[config.mk]
export PLATFORM = sky130hd
export DESIGN_NAME = error_check
export DESIGN_NICKNAME = d
export VERILOG_FILES = /design/src/rtl/error_check.sv
export SDC_FILE = /design/constraint.sdc
export NUM_CORES = 1
export LEC_CHECK = 0
export CAP_MARGIN = 10
export CORE_AREA = 3 3 40 42
export DETAILED_ROUTE_END_ITERATION = 8
export DIE_AREA = 0 0 43 45
export SETUP_SLACK_MARGIN = 0.05
export SYNTH_ARGS = -nofsm -noshare
export SYNTH_HDL_FRONTEND = slang
export SYNTH_SLANG_ARGS = --single-unit
[constraint.sdc]
create_clock -name clk -period 1.31 [get_ports clk]
set_input_delay 0.3275 -clock clk [delete_from_list [all_inputs] [get_ports clk]]
set_output_delay 0.3275 -clock clk [all_outputs]
set_load 0.01 [all_outputs]
[src/rtl/error_check.sv]
`timescale 1ns/1ps
// UART frame checker: flags parity, start-bit and stop-bit errors on each received frame.
// Latency: error_flag updates on the rising edge where recieved_flag is high, held otherwise.
// Backpressure: none; the strobe is accepted unconditionally on every cycle it is high.
module error_check (
    input  logic       clk,
    input  logic       rst,
    input  logic [7:0] data,
    input  logic       start_bit,
    input  logic       stop_bit,
    input  logic       parity_bit,
    input  logic [1:0] parity_type,
    input  logic       recieved_flag,
    output logic [2:0] error_flag
);

    localparam logic [1:0] PAR_ODD  = 2'b01;
    localparam logic [1:0] PAR_EVEN = 2'b10;

    logic [2:0] error_flag_q;
    logic [2:0] error_flag_d;
    logic       par_sum;
    logic       par_err;
    logic       start_err;
    logic       stop_err;

    always_comb begin
        par_sum   = (^data) ^ parity_bit;
        par_err   = 1'b0;
        start_err = start_bit;
        stop_err  = ~stop_bit;
        // Modes 00 and 11 both disable the parity check.
        case (parity_type)
            PAR_ODD:  par_err = ~par_sum;
            PAR_EVEN: par_err = par_sum;
            default:  par_err = 1'b0;
        endcase
    end

    always_comb begin
        error_flag_d = error_flag_q;
        if (recieved_flag) begin
            error_flag_d = {stop_err, start_err, par_err};
        end
    end

    always_ff @(posedge clk or negedge rst) begin
        if (!rst) begin
            error_flag_q <= 3'b000;
        end else begin
            error_flag_q <= error_flag_d;
        end
    end

    assign error_flag = error_flag_q;

endmodule

Word-level counts from Yosys, hierarchy flattened --
Cells that the tools add are included.
Operators by class: multipliers 0, equal/unequal tests 2, bitwise gates (word level) 3, div/mod/pow operators 0, add/subtract/negate cells 0, magnitude comparators 0, multiplexer cells 1, shift-type cells 0, reductions and logical operators 1
Operator list (number):
- $reduce_xor A8 Y1 | 1
- $eq A2 B1 Y1 const B | 1
- $eq A2 B2 Y1 const B | 1
- $not A1 Y1 | 2
- $pmux W1 S2 | 1
- $xor A1 B1 Y1 | 1
Storage, ports and cells: memory bits (read-only) 0, memory bits (writable) 0, bits in latches 0, bits in registers 3, logic and storage cells 8, bits of input ports 16, output and inout bits 3, memories 0

Logic depth before layout (Yosys ltp) --
Gate-level depths: netlist of run 1.
depth after elaboration 4, depth in mapped cells 4, gate-level depth less buffers 4

Least setup slack after synthesis of run 1 --
Ideal clock, no wire load.
path kind input to register, start point in data[7], end point reg error_flag_q[0] (netlist: error_flag[0]), library setup time 0.127 ns, stages on the path 4, required time 1.183 ns, path slack 0.095 ns, path buffers 0, arrival 1.088 ns, path through xor2_1 > xnor3_1 > a21bo_1 > nand3b_1
Between the ends: word-level cells in the longest chain between the ends 4
RTL lines:
- start, declared | RTL line 8 | input logic [7:0] data,
- $reduce_xor A8 Y1 * | RTL line 28 | par_sum = (^data) ^ parity_bit;
- $xor A1 B1 Y1 * | RTL line 28
- $not A1 Y1 | RTL line 34 | PAR_ODD: par_err = ~par_sum;
- $pmux W1 S2 * | RTL line 33 | case (parity_type)
- end signal, assigned | RTL line 51 | error_flag_q <= error_flag_d;
- end, declared | RTL line 20 | logic [2:0] error_flag_q;
Mark *: on every way between the ends. The rest lies on a longest branch, timed or not. A chain may end at the register's enable or synchronous reset.

Worst setup path in the final report of run 1 --
start point in data[3], end point reg error_flag_q[0] (netlist: error_flag[0])
The elaborated chain is that of the path after synthesis.

==> results_dict.tcl, run 1 <==
set metrics [dict create \
    syn2layout_area_growth_pct 95.7 \
    vias 255 \
    seq_area_frac_synth_pct 28.8 \
    stdcell_count 60 \
    worst_r2r_startpoint "error_flag[1]" \
    die-area_um2 1940 \
    drt_iter0_drc 0 \
    initial_core_util_pct 20.3 \
    worst_pin_slew_ns 0.111 \
    fin_area_um2 509 \
    timing.rr.end "error_flag[1]" \
    slowest_delay_ns 0.36 \
    yosysWarnings 0 \
    ys_ff_latch 3 \
    critical_path_class "input pin to flop" \
    maxSlewViolCount 0 \
    ys_top_cells_by_count "nand2_1, dfrtp_1, and3b_2, xnor2_1, xnor3_1" \
    ys_types 14 \
    track_usage_pct 8.70 \
    clock-root-buffer "clkbuf_4" \
    largest_reg_flops 3 \
    place_area_um2 467 \
    synthFlopType "dfrtp_1" \
    yosysMostFrequentCell "nand2_1" \
    final_antenna_net_count 0 \
    wl_met3_um 74 \
    cp_max_fo 2 \
    critPathLaunchType "input pin" \
    critical_path_arrival_ns 1.33 \
    gp_congestion 0.612 \
    async_flop_share_pct 100 \
    worst_slack_ns 0.0836 \
    crit_path_end_kind "flop" \
    htree_num_levels 1 \
    syn_avg_cell_area_um2 11.8 \
    yosysTopAreaCell "dfrtp_1" \
    path_depth 5 \
    clk_latency_ns 0.23 \
    finalWirelength_um 704 \
    grt-ovfl-total 0 \
    worstPathRequired_ns 1.42 \
    ir_drop_v 0.000521 \
    period_share_pct 93.6 \
    via_per_inst 4.25 \
    synth_xor_area_share_pct 37.0 \
    clock_sinks 3 \
    setup_viol 0 \
    status "finished clean" \
    min_period_ns 1.23 \
    critPathSlowestCell "xnor3_1" \
    power.density_nw_per_um2 837 \
    p_leak_uw 0.000284 \
    crit_buf_inv 1 \
    synth_edf_count 0 \
    wl_met2_um 313 \
    place_worst_setup_slack_ns -0.485 \
    setup.worst_path.end "error_flag[0]" \
    fill_cells 129 \
    nNetsFinal 62 \
    cp_top_family "XOR/XNOR gates" \
    netlist_area_um2 260 \
    slew_headroom_pct 92.4 \
    drc_errors 0 \
    place_inst 56 \
    max_cap_violations 0 \
    hp-class "input pin to asynchronous set/reset pin" \
    die_h_um 45 \
    yosys.area_share.adder_pct 0 \
    reg2regPathDepth 1 \
    io_pins 19 \
    syn_nets 38 \
    top_layer_used "met4" \
    fmax_mhz 815 \
    row_count 13 \
    routedWlPerCell_um 11.7 \
    cts_tree "done" \
    syn_inst 22 \
    antenna_cells 0 \
    die_w_um 43 \
    synthMuxAreaShare_pct 8.17 \
    core-area_um2 1280 \
    dp_hpwl_um 569 \
    grt_pass1_wl_mm 1.14 \
    grt_max_degree 4 \
    first_global_vias 304 \
    synth_top_family_by_area "XOR/XNOR gates" \
    cts_buffers 3 \
    crit_start "data[3]" \
    rrSetupSlack_ns 0.56 \
    synth_compound_area_share_pct 5.77 \
    clkTransAtPathRegs_ns 0.04 \
    synth_top_area_share_pct 28.8 \
    clk_path_buf_depth 2 \
    cp_cell_sequence "clkdlybuf4s15_1 -> xnor2_2 -> xnor3_1 -> a21bo_1 -> nand3b_1" \
    hold_violations 0 \
    dr.pass1.iters 1 \
    cts_hold_buf 0 \
    yosys.area_share.simple_pct 18.8 \
    finClkSkew_ns 0 \
    antenna_found_initial 0 \
    wl_met1_um 307 \
    postCtsSetupRepairBufs 0 \
    portBuffers 18 \
    drive_above_1_share_pct 20.0 \
    synth.area.top_cells "dfrtp_1, xnor3_1, xor3_2" \
    rsz0062_at_grt "false" \
]
cell usage in the layout (no fill, tap or decap), drive strengths merged:
cell type      count
xnor2              2
dlygate4sd2        3
and3b              2
mux2               1
xor3               1
nand2              4
dfrtp              3
a21bo              1
inv                1
a21oi              1
clkdlybuf4s15      4
dlymetal6s2s       5
clkdlybuf4s50      6
nand3b             1
clkbuf             4
mux2i              1
buf                1
nand2b             1
xor2               1
xnor3              2
layer usage:
layer | track usage [%] | vias up
li1 | - | 121
met1 | 8.29 | 113
met2 | 12.9 | 19
met3 | 3.59 | 2
met4 | 10.8 | 0
met5 | 0 | -
layout make-up:
cell class	instances	area [um2]	share of cell area (%)
well taps	15	18.8	3.69
inverters	1	3.75	0.737
flip-flops and latches	3	75.1	14.7
repair buffers	19	196	38.6
clock buffers	4	26.3	5.16
multi-input cells	18	189	37.1
cell families (layout without fill, tap and decap cells):
group | count (synthesis) | count (layout)
AO/OA/AOI/OAI | 2 | 2
XOR/XNOR | 6 | 6
buffers and inverters | 1 | 24
flip-flops | 3 | 3
multiplexers | 2 | 2
AND/OR/NAND/NOR | 8 | 8
worst min path at each step:
| stage | start | end | slack (ns) |
|---|---|---|---|
| detailed placement | error_flag[0] | error_flag[0] | 0.51 |
| global route | rst | error_flag[2] | 0.28 |
| floorplan | rst | error_flag[0] | 0.03 |
| CTS | rst | error_flag[0] | 0.28 |
| global placement | error_flag[1] | error_flag[1] | 0.49 |
| finish | rst | error_flag[0] | 0.28 |
where the power goes:
part           leakage, uW  internal (uW)  total, uW  switching (uW)
logic             0.000233            103        154            50.8
clock network    0.0000150            114        158            43.9
registers        0.0000364            107        115            8.37
total             0.000284            323        426             103
through the flow:
| stage | hold WS [ns] | utilization [%] | TNS [ns] | power [uW] |
|---|---|---|---|---|
| after floorplan | 0.0319 | - | 0 | 189 |
| after global placement | 0.495 | 36.3 | -0.514 | 278 |
| after detailed placement | 0.511 | 36.3 | -0.579 | 280 |
| after CTS | 0.276 | 38.3 | -0.0967 | 437 |
| after global routing | 0.280 | 39.6 | 0 | 461 |
| final | 0.279 | 39.6 | 0 | 426 |
what timing repair did:
action	4_1_cts	5_1_grt
cloned	0	0
setup endpoints to repair	4	3
endpoints found under the hold margin	0	0
resized for setup	8	9
pin swaps	4	5
Note: power is estimated with default switching activity, not from simulation.
==> inputs of run 2 (changes only) <==
--- a/config.mk
+++ b/config.mk
@@ -9,6 +9,7 @@
 export CORE_AREA = 3 3 40 42
 export DETAILED_ROUTE_END_ITERATION = 8
 export DIE_AREA = 0 0 43 45
+export MAX_ROUTING_LAYER = met4
 export SETUP_SLACK_MARGIN = 0.05
 export SYNTH_ARGS = -nofsm -noshare
 export SYNTH_HDL_FRONTEND = slang
==> results_dict.tcl, run 2 (synthesized netlist as in run 1, its figures left out) <==
set metrics [dict create \
    final_antenna_net_count 0 \
    final.setup.tns_ns 0 \
    p_switching_uw 103 \
    reg2regPathDepth 1 \
    power.share.combinational_pct 36.0 \
    worst_slack_ns 0.0836 \
    dp_hpwl_um 569 \
    p_seq_share_pct 27.0 \
    met2_usage_pct 12.9 \
    cp_top_family "XOR/XNOR gates" \
    antenna_cells 0 \
    slowest_delay_ns 0.36 \
    syn2layout_area_growth_pct 95.7 \
    drt_iter0_drc 0 \
    cp_max_fo 2 \
    io_pins 19 \
    die_w_um 43 \
    critical_path_class "input pin to flop" \
    fin_area_um2 509 \
    min_period_ns 1.23 \
    die_h_um 45 \
    finClkSkew_ns 0 \
    hp-class "input pin to asynchronous set/reset pin" \
    first_global_vias 305 \
    drc_errors 0 \
    antenna_found_initial 0 \
    core-area_um2 1280 \
    final_core_util_pct 39.6 \
    use_met1_pct 8.29 \
    dr.pass1.iters 1 \
    row_count 13 \
    maxSlewViolCount 0 \
    cts_hold_buf 0 \
    htree_num_levels 1 \
    routedWlPerCell_um 11.7 \
    max_cap_violations 0 \
    clock_sinks 3 \
    cts_buffers 3 \
    hold_violations 0 \
    portBuffers 18 \
    grtUsageMet3_pct 3.59 \
    p_int_uw 323 \
    swShare_pct 24.2 \
    clkTransAtPathRegs_ns 0.04 \
    track_usage_pct 8.96 \
    rrSetupSlack_ns 0.56 \
    layout_common_cells "clkdlybuf4s50_1, dlymetal6s2s_1, nand2_1, clkdlybuf4s15_1" \
    crit_buf_inv 1 \
    p_leak_uw 0.000284 \
    finalWirelength_um 704 \
    critical_path_arrival_ns 1.33 \
    gr-max-usage-layer "met2" \
    slew_headroom_pct 92.4 \
    drive_above_1_share_pct 20.0 \
    power_uw 426 \
    crit_path_end_kind "flop" \
    worst_pin_slew_ns 0.111 \
    critPathSlowestCell "xnor3_1" \
    timing.rr.end "error_flag[1]" \
    grt_max_degree 4 \
    postCtsSetupRepairBufs 0 \
    mostFrequentLayoutCell "clkdlybuf4s50_1" \
    critPathLaunchType "input pin" \
    clock-root-buffer "clkbuf_4" \
    worstPathRequired_ns 1.42 \
    grt-ovfl-total 0 \
    die-area_um2 1940 \
    cp_cell_sequence "clkdlybuf4s15_1 -> xnor2_2 -> xnor3_1 -> a21bo_1 -> nand3b_1" \
    via_per_inst 4.25 \
    period_share_pct 93.6 \
    rsz0062_at_grt "false" \
    status "finished clean" \
    nNetsFinal 62 \
    setup_viol 0 \
    clk_path_buf_depth 2 \
    place_area_um2 467 \
    grt_pass1_wl_mm 1.14 \
    power.density_nw_per_um2 837 \
    place_worst_setup_slack_ns -0.485 \
    clockPowerShare_pct 37.0 \
    clk_latency_ns 0.23 \
    fmax_mhz 815 \
    cts_tree "done" \
    ir_drop_v 0.000521 \
    worst_r2r_startpoint "error_flag[1]" \
    vias 255 \
    initial_core_util_pct 20.3 \
    gp_congestion 0.616 \
    largest_reg_flops 3 \
]
run 2: how the worst max path moves through the flow:
stage            start       endpoint  slack [ns]  depth (start not counted)
3_3_place_gp   data[7]  error_flag[0]       -0.44                          5
4_1_cts        data[1]  error_flag[0]        -0.1                          5
2_1_floorplan  data[7]  error_flag[0]         0.1                          4
5_1_grt        data[4]  error_flag[0]        0.05                          5
3_5_place_dp   data[7]  error_flag[0]       -0.49                          5
6_report       data[3]  error_flag[0]        0.08                          5
run 2: layer usage:
metal  share of wire [%]  vias to the layer above
li1                    -                      121
met1                  43                      113
met2                  44                       19
met3                  11                        2
met4                 1.1                        0
met5                   0                        -
run 2: per-stage QoR:
stage,std cells,hold WS (ns)
floorplan,22,0.0319
global placement,56,0.495
detailed placement,56,0.511
CTS,60,0.276
global route,60,0.280
finish,60,0.279
run 2: area by class of cell:
| type | count | area (um2) |
|---|---|---|
| clock buffers | 4 | 26.3 |
| fillers | 129 | 776 |
| inverters | 1 | 3.75 |
| repair buffers | 19 | 196 |
| multi-input cells | 18 | 189 |
| well taps | 15 | 18.8 |
| flip-flops and latches | 3 | 75.1 |
run 2: what timing repair did:
item	in CTS	in global routing
gates cloned	0	0
resized for setup	8	9
pin swaps	4	5
setup endpoints to repair	4	3
run 2: power by group through the flow:
stage | logic [uW] | clock network, uW | registers, uW
finish | 154 | 158 | 115
floorplan | 68.0 | 0 | 121
global route | 164 | 180 | 117
detailed placement | 165 | 0 | 116
CTS | 156 | 166 | 115
global placement | 162 | 0 | 116
==> inputs of run 3 (changes only) <==
--- a/config.mk
+++ b/config.mk
@@ -9,6 +9,7 @@
 export CORE_AREA = 3 3 40 42
 export DETAILED_ROUTE_END_ITERATION = 8
 export DIE_AREA = 0 0 43 45
+export GPL_ROUTABILITY_DRIVEN = 0
 export MAX_ROUTING_LAYER = met4
 export SETUP_SLACK_MARGIN = 0.05
 export SYNTH_ARGS = -nofsm -noshare
==> constraint.sdc (replaced) <==
create_clock -name clk -period 1.5 [get_ports clk]
set_input_delay 0.375 -clock clk [delete_from_list [all_inputs] [get_ports clk]]
set_output_delay 0.375 -clock clk [all_outputs]
set_load 0.01 [all_outputs]
==> results_dict.tcl, run 3 (synthesized netlist as in run 1, its figures left out) <==
set metrics [dict create \
    crit_path_end_kind "flop" \
    drive_above_1_share_pct 20.0 \
    vias 249 \
    place_inst 56 \
    finClkSkew_ns 0 \
    finalWirelength_um 637 \
    antenna_found_initial 0 \
    power.density_nw_per_um2 754 \
    postCtsSetupRepairBufs 0 \
    rsz0062_at_grt "false" \
    rrSetupSlack_ns 0.76 \
    die-area_um2 1940 \
    max_cap_violations 0 \
    wl_met1_um 301 \
    track_usage_pct 8.37 \
    hp-class "input pin to asynchronous set/reset pin" \
    cts_tree "done" \
    grt-ovfl-total 0 \
    portBuffers 18 \
    maxSlewViolCount 0 \
    power_uw 380 \
    critical_path_class "input pin to flop" \
    clk_latency_ns 0.24 \
    fmax_mhz 722 \
    worst_pin_slew_ns 0.169 \
    clkTransAtPathRegs_ns 0.04 \
    reg2regPathDepth 1 \
    min_period_ns 1.38 \
    worstPathRequired_ns 1.62 \
    die_h_um 45 \
    row_count 13 \
    setup.worst_path.end "error_flag[0]" \
    antenna_cells 0 \
    htree_num_levels 1 \
    mostFrequentLayoutCell "clkdlybuf4s50_1" \
    setup_viol 0 \
    cp_max_fo 2 \
    syn2layout_area_growth_pct 93.7 \
    top_layer_used "met4" \
    worst_slack_ns 0.115 \
    ir_drop_v 0.000304 \
    critPathLaunchType "input pin" \
    worst_r2r_startpoint "error_flag[1]" \
    status "finished clean" \
    critical_path_arrival_ns 1.50 \
    clock-root-buffer "clkbuf_4" \
    dp_hpwl_um 492 \
    place_worst_setup_slack_ns -0.280 \
    largest_reg_flops 3 \
    cts_buffers 3 \
    stdcell_count 60 \
    p_leak_uw 0.000275 \
    slew_headroom_pct 88.7 \
    final_antenna_net_count 0 \
    crit_start "data[3]" \
    wl_met2_um 228 \
    layout_common_cells "clkdlybuf4s50_1, dlygate4sd2_1, nand2_1, dlymetal6s2s_1" \
    hold_violations 0 \
    first_global_vias 252 \
    grt_max_degree 4 \
    nNetsFinal 62 \
    drc_errors 0 \
    timing.rr.end "error_flag[1]" \
    drt_iter0_drc 0 \
    io_pins 19 \
    period_share_pct 92.3 \
    clock_sinks 3 \
    grt_pass1_wl_mm 1.03 \
    wl_met3_um 82 \
    routedWlPerCell_um 10.6 \
    holdWs_ns 0.314 \
    initial_core_util_pct 20.3 \
    fin_area_um2 504 \
    via_per_inst 4.15 \
    clk_path_buf_depth 2 \
    dr.pass1.iters 1 \
    place_area_um2 467 \
    core-area_um2 1280 \
    die_w_um 43 \
]
==> run 3: how the worst min path moves through the flow <==
| stage | start | end | slack [ns] | cells after the start |
|---|---|---|---|---|
| floorplan | rst | error_flag[0] | 0.08 | 0 |
| global placement | error_flag[1] | error_flag[1] | 0.51 | 1 |
| detailed placement | error_flag[1] | error_flag[1] | 0.49 | 1 |
| CTS | rst | error_flag[0] | 0.31 | 1 |
| global route | rst | error_flag[2] | 0.32 | 1 |
| finish | rst | error_flag[0] | 0.31 | 1 |
==> run 3: critical path, cell delays in order <==
cell and delay (ns):
clkdlybuf4s50_1 0.50, xnor2_2 0.13, xnor3_1 0.24, a21bo_1 0.19, nand3b_1 0.07
==> run 3: per-stage QoR <==
step / utilization, % / setup TNS (ns)
finish: 39.2 / 0
global route: 39.2 / 0
CTS: 38.5 / 0
detailed placement: 36.3 / -0.280
global placement: 36.3 / -0.273
floorplan: - / 0
==> run 3: where the power goes <==
part	total [uW]	internal, uW	leakage, uW	switching, uW
sequential	99.2	93.1	0.0000364	6.10
combinational	131	90.1	0.000224	40.8
clock	150	100	0.0000150	50.0
==> run 3: area by class of cell <==
type | count | area [um2]
clock buffer | 4 | 26.3
inverter | 1 | 3.75
fill | 136 | 781
sequential | 3 | 75.1
timing repair buffer | 19 | 191
tap | 15 | 18.8
multi-input combinational | 18 | 189
==> run 3: per-layer routing <==
layer	GRT usage, %	vias to the layer above
met2	9.88	21
met5	-	-
met3	3.19	4
met1	8.58	103
li1	-	121
met4	12.7	0
==> run 3: what timing repair did <==
item,in CTS,in global routing
endpoints found under the setup margin,4,1
hold buffers,0,0
gates cloned,0,0
resized for setup,6,4
pin swaps,2,4
